## src/rtl/id_imm_sequencer.sv

```systemverilog
// Decode-stage front end: two-entry skid buffer between IF and the immediate generator,
// with opcode-to-immediate-format decode, illegal flagging and a saturating illegal count.
module id_imm_sequencer #(
    parameter int unsigned CNT_W = 8
) (
    input  logic             clk,
    input  logic             rst,
    input  logic             if_valid,
    input  logic [31:0]      if_inst,
    input  logic [31:0]      if_pc,
    output logic             if_ready,
    input  logic             flush,
    input  logic             ex_ready,
    output logic             id_valid,
    output logic [2:0]       id_imm_select,
    output logic [24:0]      id_imm_inst,
    output logic [6:0]       id_opcode,
    output logic [31:0]      id_pc,
    output logic             id_illegal,
    output logic [CNT_W-1:0] illegal_count
);

    typedef struct packed {
        logic [2:0]  sel;
        logic [24:0] imm_inst;
        logic [6:0]  opcode;
        logic [31:0] pc;
        logic        illegal;
    } entry_t;

    typedef enum logic [1:0] {StEmpty, StFull, StSkid} state_e;

    state_e             state_q, state_d;
    entry_t             main_q, main_d;
    entry_t             skid_q, skid_d;
    entry_t             in_entry;
    logic [CNT_W-1:0]   cnt_q, cnt_d;
    logic               accept;
    logic               handoff;

    always_comb begin
        in_entry.sel      = 3'd0;
        in_entry.imm_inst = if_inst[31:7];
        in_entry.opcode   = if_inst[6:0];
        in_entry.pc       = if_pc;
        in_entry.illegal  = 1'b0;
        if (if_inst[1:0] != 2'b11) begin
            in_entry.illegal = 1'b1;
        end else begin
            case (if_inst[6:0])
                7'b0010011, 7'b0000011, 7'b1100111,
                7'b1110011, 7'b0001111, 7'b0110011: in_entry.sel = 3'd0;
                7'b0100011:                         in_entry.sel = 3'd1;
                7'b0110111, 7'b0010111:             in_entry.sel = 3'd2;
                7'b1100011:                         in_entry.sel = 3'd3;
                7'b1101111:                         in_entry.sel = 3'd4;
                default:                            in_entry.illegal = 1'b1;
            endcase
        end
    end

    // Ready depends only on registered state and reset, never on ex_ready.
    assign if_ready = (state_q != StSkid) && !rst;
    assign id_valid = (state_q != StEmpty);
    assign accept   = if_valid && if_ready;
    assign handoff  = id_valid && ex_ready;

    always_comb begin
        state_d = state_q;
        main_d  = main_q;
        skid_d  = skid_q;
        cnt_d   = cnt_q;

        if (flush) begin
            state_d = StEmpty;
        end else begin
            case (state_q)
                StEmpty: begin
                    if (accept) begin
                        state_d = StFull;
                        main_d  = in_entry;
                    end
                end
                StFull: begin
                    if (accept && handoff) begin
                        main_d = in_entry;
                    end else if (accept) begin
                        state_d = StSkid;
                        skid_d  = in_entry;
                    end else if (handoff) begin
                        state_d = StEmpty;
                    end
                end
                StSkid: begin
                    if (handoff) begin
                        state_d = StFull;
                        main_d  = skid_q;
                    end
                end
                default: state_d = StEmpty;
            endcase
        end

        if (handoff && main_q.illegal && !flush && (cnt_q != '1)) begin
            cnt_d = cnt_q + CNT_W'(1);
        end
    end

    always_ff @(posedge clk) begin
        if (rst) begin
            state_q <= StEmpty;
            main_q  <= '0;
            cnt_q   <= '0;
        end else begin
            state_q <= state_d;
            main_q  <= main_d;
            cnt_q   <= cnt_d;
        end
    end

    // Skid contents are only meaningful in StSkid, so no reset is needed.
    always_ff @(posedge clk) begin
        skid_q <= skid_d;
    end

    assign id_imm_select = main_q.sel;
    assign id_imm_inst   = main_q.imm_inst;
    assign id_opcode     = main_q.opcode;
    assign id_pc         = main_q.pc;
    assign id_illegal    = main_q.illegal;
    assign illegal_count = cnt_q;

endmodule

```

## config.mk

```make
export PLATFORM = sky130hd
export DESIGN_NAME = id_imm_sequencer
export DESIGN_NICKNAME = d
export VERILOG_FILES = /design/src/rtl/id_imm_sequencer.sv
export SDC_FILE = /design/constraint.sdc
export NUM_CORES = 1
export LEC_CHECK = 0
export BUFFER_PORTS_ARGS = -buffer_cell sky130_fd_sc_hd__buf_2
export CORE_UTILIZATION = 48
export DETAILED_ROUTE_END_ITERATION = 7
export GPL_TIMING_DRIVEN = 0
export PLACE_DENSITY = 0.81
export SETUP_SLACK_MARGIN = 0.05
export SLEW_MARGIN = 20
export SYNTH_ARGS = -nofsm -noshare
export SYNTH_HDL_FRONTEND = slang
export SYNTH_SLANG_ARGS = --single-unit
```

## constraint.sdc

```tcl
create_clock -name clk -period 5.85 [get_ports clk]
set_input_delay 0 -clock clk [delete_from_list [all_inputs] [get_ports clk]]
set_output_delay 0 -clock clk [all_outputs]
set_load 0.01 [all_outputs]
```

Word level (Yosys, flattened, before mapping)
Index checks and enable logic that the tools add are counted.
- flip-flop bits (word level): 146
- input port bits: 69
- logic and storage cells: 68
- add/subtract/negate cells: 1
- equality and inequality tests: 21
- multiplexer cells: 14
- bitwise operators: 2
- reduce and logical (&&, ||, !) cells: 18
- operator list (operator ; number):
    68-bit 2-to-1 mux ; 3
    68-bit one-hot mux with 3 select lines ; 1
    7-bit equality test, second input constant ; 4
    7-bit by 6-bit equality test with 1-bit output, second input constant ; 3
    7-bit by 5-bit equality test with 1-bit output, second input constant ; 2
    2-bit != test, second input constant ; 6
    3-bit one-hot mux with 4 select lines ; 1
    11-bit OR reduction ; 1
    2-bit 2-to-1 mux ; 5
    8-bit by 1-bit adder with 8-bit output, second input constant ; 1
    8-bit != test, second input constant ; 1
    4-bit AND reduction ; 2
    7-bit by 2-bit equality test with 1-bit output, second input constant ; 1
    7-bit by 4-bit equality test with 1-bit output, second input constant ; 1
    1-bit logical AND ; 7
    2-bit one-hot mux with 3 select lines ; 1
    5-bit AND reduction ; 1
    2-bit OR reduction ; 2
    3-bit 2-to-1 mux ; 1
    3-bit != test, second input constant ; 1
    3-bit nonzero test ; 1
    2-bit by 1-bit equality test with 1-bit output, second input constant ; 1
    2-bit equality test, second input constant ; 1
    1-bit logical NOT ; 2
    4 further kinds ; 6

Logic depth before layout (Yosys ltp)
Gate-level depths: netlist of run 1.
- depth in word-level cells: 6
- gate-level depth with buffers: 7
- depth with buffers taken out: 5

Least setup slack after synthesis of run 1
Ideal clock, no wire load.
- path type: register to register
- from: reg state_q[0]
- to: reg skid_q[0] in the netlist's numbering (enable)
- data arrival time: 5.137 ns
- data required time: 5.272 ns
- slack: 0.135 ns
- cell stages (with the launch flop): 4
- buffers on the path: 1
- clock period less this slack: 5.715 ns
- cells stage by stage: dfxtp_1 -> buf_4 -> nand4bb_1 -> nor3_1
- word-level cells in the longest chain between the ends: 6
- elaborated cells between the ends (all ways): 9
- those cells by class: 2 x eq/ne; 1 x bitwise; 6 x reduce/logical
- RTL lines (what ; line ; source):
    start: declaration ; 33 ; state_e state_q, state_d;
    start signal: assignment ; 111 ; state_q <= StEmpty;
    start signal: assignment ; 115 ; state_q <= state_d;
    2-bit != test ; 63 ; assign if_ready = (state_q != StSkid) && !rst;
    1-bit logical AND ; 63 ;
    1-bit logical AND ; 65 ; assign accept = if_valid && if_ready;
    1-bit logical AND ; 85 ; if (accept && handoff) begin
    1-bit NOT (no source line) ; -- ;
    4-bit AND reduction (no source line) * ; -- ;
    end signal: assignment ; 123 ; skid_q <= skid_d;
    end: declaration ; 35 ; entry_t skid_q, skid_d;
Every way passes the cells marked *; elsewhere a longest branch is shown, timed or not.
A chain may end at the register's enable or synchronous reset.

Final worst setup path of run 1
- from: reg state_q[1]
- to: reg state_q[1]
- word-level cells in the longest chain between the ends: 6
- elaborated cells between the ends (all ways): 17
- those cells by class: 7 x eq/ne; 3 x mux; 7 x reduce/logical
- RTL lines (what ; line):
    2-bit != test ; 63
    1-bit logical AND ; 63
    1-bit logical AND ; 65
    2-bit 2-to-1 mux or 1-bit logical AND (tied branches) ; 87, 85
    2-bit 2-to-1 mux or 2-bit != test (tied branches) ; --
    2-bit one-hot mux with 3 select lines or 4-bit AND reduction (tied branches) ; --
Parallel ways exist; a longest one is shown, timed or not. The select of a mux whose other input is x is not followed.

==> run summary, run 1 <==
Clk_lat worst skew = 410 ps
CTS Sinks = 146
FMAX = 431.2 MHz
Arrival @ worst endpoint = 2670 ps
Min Hold Slack = 68.75 ps
Port bufs = 145
Fraction of layout cells with a size suffix above 1 = 0.3734
CTS tree = built
Die Span X = 114.5 um
Die height = 114.5 um
Async set or reset register ratio after synthesis = 0
Tmin final = 2319 ps
Most frequent cells in the layout = 154 x buf_2, 78 x dfxtp_1, 74 x nor2_1
Mux cell area share after synthesis = 0.1054
Final period util = 0.3965
Synth Area in Compound Gates = 0.1675
WS Path Type = reg2reg
Crit-path slowest cell = dlygate4sd3_1
Post-Syn Area = 6080 um2
Final wirelength = 14880 um
Pin count of the biggest net entering global routing = 17
CP dominant cell by count = buf_2
Max_cap viols = 0
Initial antenna violation count = 0
#FFs+latches synth = 146
Vias per inst = 5.230
Routability congestion estimate = 0.7672
Residual DRC = 0
Root buf cell = clkbuf_16
Synth Flop Type = dfxtp_1
Worst EP required = 6200 ps
Outcome = finished, final reports clean
Worst Setup End Kind = register
Global-route wire length before repair = 23640 um
Via count = 4618
Min-Delay Path Class = in2reg
Clock buffer depth = 2
Commonest non-fill, non-tap cell in the layout = buf_2
Remaining Overflow, GRT = 0
Cts bufs inserted = 17
Synth cell types = 44
GRT Total Usage = 0.2353
DP HPWL = 9894 um
Synth Area in XOR/XNOR = 0.001441
Final Setup Violations = 0
Initial Util = 0.4999
Total number of yosys warnings = 0
Die ar. = 13120 um2
Largest family of logic cells by synthesized area = compound AO/OA/AOI/OAI gates
Crit path cell chain = buf_2 > nor2b_1 > buf_2 > buf_1 > a21oi_1 > nor4_1 > dlygate4sd3_1
Slowest cell delay on critical path = 570 ps
Fill count = 861
Seq/Total Area, Yosys = 0.5927
Post-Syn Instances = 463
Num ports = 147
PostCTS Resize Cnt = 0
Initial DRT Pass Iterations = 4
Reg clk slew, reported paths = 50 ps
Post-synth EDFFs = 68
CP Max Fanout = 10
Final Util = 0.6905
H-tree level count = 4
Area delta synth->final = 38.14%
RSZ-0062 raised after global routing = false
Mean Syn Cell Area = 13.13 um2
Wirelength per Cell = 16.85 um
Pwr Density = 306.6 nW/um2
Post-synthesis adder-cell area fraction = 0.002058
Max-slew violation count = 0
Nets = 772
Vias in the first global route = 4782
M3 GR Usage = 0.05876
GRT met1 Usage = 0.2682
Final Hold Vio Count = 0
LEAKAGE = 3.150 nW
Slew of the pin with the lowest slew margin = 764.5 ps
GR Util met2 = 0.4190
Ant diodes = 0
GR peak layer = met2
IR drop worst, VDD = 0.0002076 V
Remaining antenna violation count = 0
Initial DRC count = 219
Synth Area in Simple Gates = 0.08952
CORE AREA = 12160 um2
Syn nets = 533
# rows = 40
Startpoint Class = register
Slew margin rel. = 0.4903
Clock Skew = 7.451 ps
-- per-layer routing --
layer  part of all wire  vias up
met1               0.41     2225
li1                   -     2223
met3              0.054       15
met2               0.52      155
met4             0.0095        0
met5                  0        -
-- metrics by stage --
| stage | setup slack (ps) | total power [mW] | cell area [um2] | instances | setup TNS, ps |
|---|---|---|---|---|---|
| final | 3531 | 2.574 | 8398 | 883 | 0 |
| after global routing | 3365 | 2.668 | 8398 | 883 | 0 |
| after CTS | 3476 | 2.590 | 8398 | 883 | 0 |
| after detailed placement | 3673 | 1.374 | 7081 | 784 | 0 |
| after global placement | -2480 | 1.362 | 7015 | 776 | -168420 |
| after floorplan | 135.0 | 1.279 | 6080 | 463 | 0 |
-- repair_timing --
action / CTS / global route
hold endpoints to repair: 116 / 0
hold buffers: 67 / 0
setup buffers: 0 / 0
endpoints found under the setup margin: 0 / 0
-- cells by family after synthesis --
| family | Yosys count |
|---|---|
| XOR/XNOR | 1 |
| adder cells (fa/ha/maj) | 1 |
| flip-flops | 146 |
| AO/OA/AOI/OAI | 99 |
| multiplexers | 64 |
| AND/OR/NAND/NOR | 115 |
| buffers and inverters | 37 |
-- synthesized netlist by cell type (all sizes together) (3+ instances only) --
| cell type | count | area [um2] |
|---|---|---|
| inv | 3 | 11.26 |
| a21oi | 13 | 65.06 |
| clkbuf | 9 | 33.78 |
| or3 | 4 | 25.02 |
| dfxtp | 78 | 1562 |
| edfxtp | 68 | 2042 |
| buf | 25 | 206.5 |
| o31ai | 3 | 22.52 |
| a211oi | 69 | 818.3 |
| nor3b | 3 | 22.52 |
| o21ai | 4 | 20.02 |
| nand2 | 6 | 22.52 |
| nor2b | 4 | 25.02 |
| nand3 | 5 | 25.02 |
| nor2 | 74 | 277.8 |
| mux2i | 64 | 640.6 |
-- report_power, final --
| part | switching, mW | internal (mW) | total, mW |
|---|---|---|---|
| Clock | 0.393 | 0.793 | 1.19 |
| Combinational | 0.142 | 0.127 | 0.269 |
| Sequential | 0.0177 | 1.10 | 1.12 |
| Total | 0.552 | 2.02 | 2.57 |
-- path summary, 6_finish.rpt --
check / start / endpoint / slack (ps) / depth (start not counted)
setup reg to reg: state_q[1] / state_q[1] / 3530 / 7
hold / removal: if_valid / skid_q[33] / 70 / 3
setup / recovery: state_q[1] / state_q[1] / 3530 / 7
hold reg to reg: id_illegal / id_illegal / 500 / 2
-- flip-flops by register name, indices dropped and copies added, names as in the netlist --
name,flops
id_illegal,1
id_imm_inst,25
id_imm_select,3
id_opcode,7
id_pc,32
illegal_count,8
skid_q,68
state_q,2
-- critical path, delay by kind of cell (launching register included) --
family / cells / cell delay (ps)
buffers and inverters: 4 / 1550
flip-flops: 1 / 320
AND/OR/NAND/NOR: 2 / 310
AO/OA/AOI/OAI: 1 / 80
-- final cells by class --
type                    instances  area [um2]  area share
flip-flops and latches        146        3603      0.4291
multi-input cells             280        2230      0.2655
repair buffers                220        1456      0.1734
clock buffers                  19       432.9     0.05155
plain buffers                  34       240.2     0.02861
clock inverters                13       214.0     0.02548
well taps                     168       210.2     0.02503
inverters                       3       11.26    0.001341
Note: power is estimated with default switching activity, not from simulation.
==> run 2, diff against run 1 <==
CORE_UTILIZATION = 53   (was 48)
PLACE_DENSITY = 0.84   (was 0.81)
clock period = 2.15 ns   (was 5.85 ns; I/O delays follow)
==> run 2 against run 1 <==
Against the previous run:
- sequential share of layout area is 0.066 points higher
- combinational power grew to 2.8 times the previous value
- cell count is 3.5% lower
- die area is 9.3% lower
- clock skew is 0.90 ps higher
- hold slack better by 6.3 ps
- setup slack worse by 3400 ps
- non-clock buffer count is 3 lower
- global-route usage is 2.1 points higher
- clock power grew to 2.6 times the previous value
- sequential power grew to 2.7 times the previous value
- final area is 0.12% lower
- critical path type unchanged
- largest cell class unchanged
==> run summary, run 2 (synthesized netlist as in run 1, its figures left out) <==
CTS tree = built
Global-route wire length before repair = 23230 um
Slew margin rel. = 0.4913
Fill count = 693
Die Span X = 109.1 um
GRT Total Usage = 0.2564
Initial DRT Pass Iterations = 6
Hold Path Depth = 4
Fraction of layout cells with a size suffix above 1 = 0.3820
Met3 WL = 897 um
Worst Reg-to-Reg Cells = 6
Highest metal used = met4
WS Path Type = reg2reg
Cts bufs inserted = 17
Max_cap viols = 0
Clock buffer depth = 2
Vias per inst = 5.500
Initial DRC count = 267
Reg clk slew, reported paths = 60 ps
Ant diodes = 0
CORE AREA = 11030 um2
Multi-input logic area = 2241 um2
Initial antenna violation count = 0
Initial Util = 0.5512
Max FFs per register = 68
Worst EP required = 2420 ps
H-tree level count = 4
Num ports = 147
Die ar. = 11900 um2
Final Setup Violations = 0
Area delta synth->final = 37.97%
Remaining Overflow, GRT = 0
Largest Register = skid_q
Port bufs = 145
Vias in the first global route = 4845
Most frequent cells in the layout = 152 x buf_2, 77 x dfxtp_1, 74 x nor2_1
Wirelength per Cell = 17.36 um
# rows = 38
Post-route cell area = 8388 um2
Slew of the pin with the lowest slew margin = 763.1 ps
LEAKAGE = 3.134 nW
FMAX = 492.6 MHz
Routed met1 length = 6121 um
Outcome = finished, final reports clean
Tmin final = 2030 ps
Die height = 109.1 um
Setup TNS = 0 ps
Worst Setup End Kind = register
Remaining antenna violation count = 0
IR drop worst, VDD = 0.0005491 V
Final period util = 0.9442
Commonest non-fill, non-tap cell in the layout = buf_2
Min-Delay Path Class = in2reg
Power Total = 6.873 mW
FF/Latch Area = 3605 um2
Startpoint Class = register
Nets = 769
DP HPWL = 9634 um
Clock Skew = 8.351 ps
Pin count of the biggest net entering global routing = 20
Via count = 4686
Clk_lat worst skew = 420 ps
Residual DRC = 0
Root buf cell = clkbuf_16
CP Max Fanout = 10
Final wirelength = 14790 um
Arrival @ worst endpoint = 2300 ps
Metal2 WL = 7440 um
Max-slew violation count = 0
Post-DP Area = 7057 um2
Pwr Density = 819.4 nW/um2
CTS Sinks = 146
RSZ-0062 raised after global routing = false
Routability congestion estimate = 0.8293
Final Hold Vio Count = 0
## run 2: cell count changes in the layout (fill, tap and decap cells not counted), moves of 2 or more
| cell | before | now |
|---|---|---|
| buf_4 | 9 | 2 |
| buf_8 | 0 | 5 |
| clkinv_1 | 4 | 0 |
| bufinv_16 | 6 | 3 |
| clkinv_4 | 1 | 4 |
| buf_2 | 154 | 152 |
| clkinvlp_4 | 0 | 2 |
## run 2: final timing paths
kind | start | endpoint | slack, ps
worst min-delay path | if_valid | state_q[0] | 80
worst max register to register | state_q[1] | id_pc[6] | 120
worst max-delay path | state_q[1] | id_pc[6] | 120
worst min register to register | id_illegal | id_illegal | 490
## run 2: routing by layer
metal,vias up,global-route usage
li1,2209,-
met1,2257,0.2950
met2,181,0.4492
met3,39,0.06934
met4,0,0.1033
met5,-,0
## run 2: stage by stage
step | hold WS (ps) | setup slack [ps] | cells | util
final | 75.02 | 119.9 | 852 | 0.7604
after CTS | 57.58 | 124.8 | 852 | 0.7592
after global placement | 192.8 | -1423 | 748 | 0.6343
after floorplan | 76.97 | -470.4 | 463 | -
after detailed placement | 192.4 | -15.49 | 752 | 0.6397
after global routing | 90.51 | 50.45 | 852 | 0.7604
## run 2: area by class of cell
type | count | share of cell area
clock buffers | 20 | 0.05579
flip-flops and latches | 146 | 0.4297
clock inverters | 12 | 0.01850
plain buffers | 33 | 0.02968
repair buffers | 218 | 0.1769
multi-input cells | 280 | 0.2672
inverters | 3 | 0.001342
well taps | 140 | 0.02088
## run 2: report_power, final
| part | switching, mW | leakage (nW) | total [mW] | internal, mW |
|---|---|---|---|---|
| Combinational | 0.387 | 1.59 | 0.740 | 0.353 |
| Sequential | 0.0501 | 1.25 | 3.05 | 3.00 |
| Clock | 1.16 | 0.301 | 3.08 | 1.93 |
| Total | 1.59 | 3.13 | 6.87 | 5.28 |
## run 2: timing repair
action / CTS / global route
setup endpoints to repair: 53 / 58
hold endpoints to repair: 124 / 0
buffers inserted: 2 / 0
hold buffers: 67 / 0
gates resized for setup: 0 / 5
pin swaps: 1 / 0
## run 2: worst max-delay path: stages, from the launching register on
cell and delay (ps):
dfxtp_1 300, buf_2 180, or4b_4 550, a31oi_4 240, buf_4 190, buf_2 280
a211oi_1 130
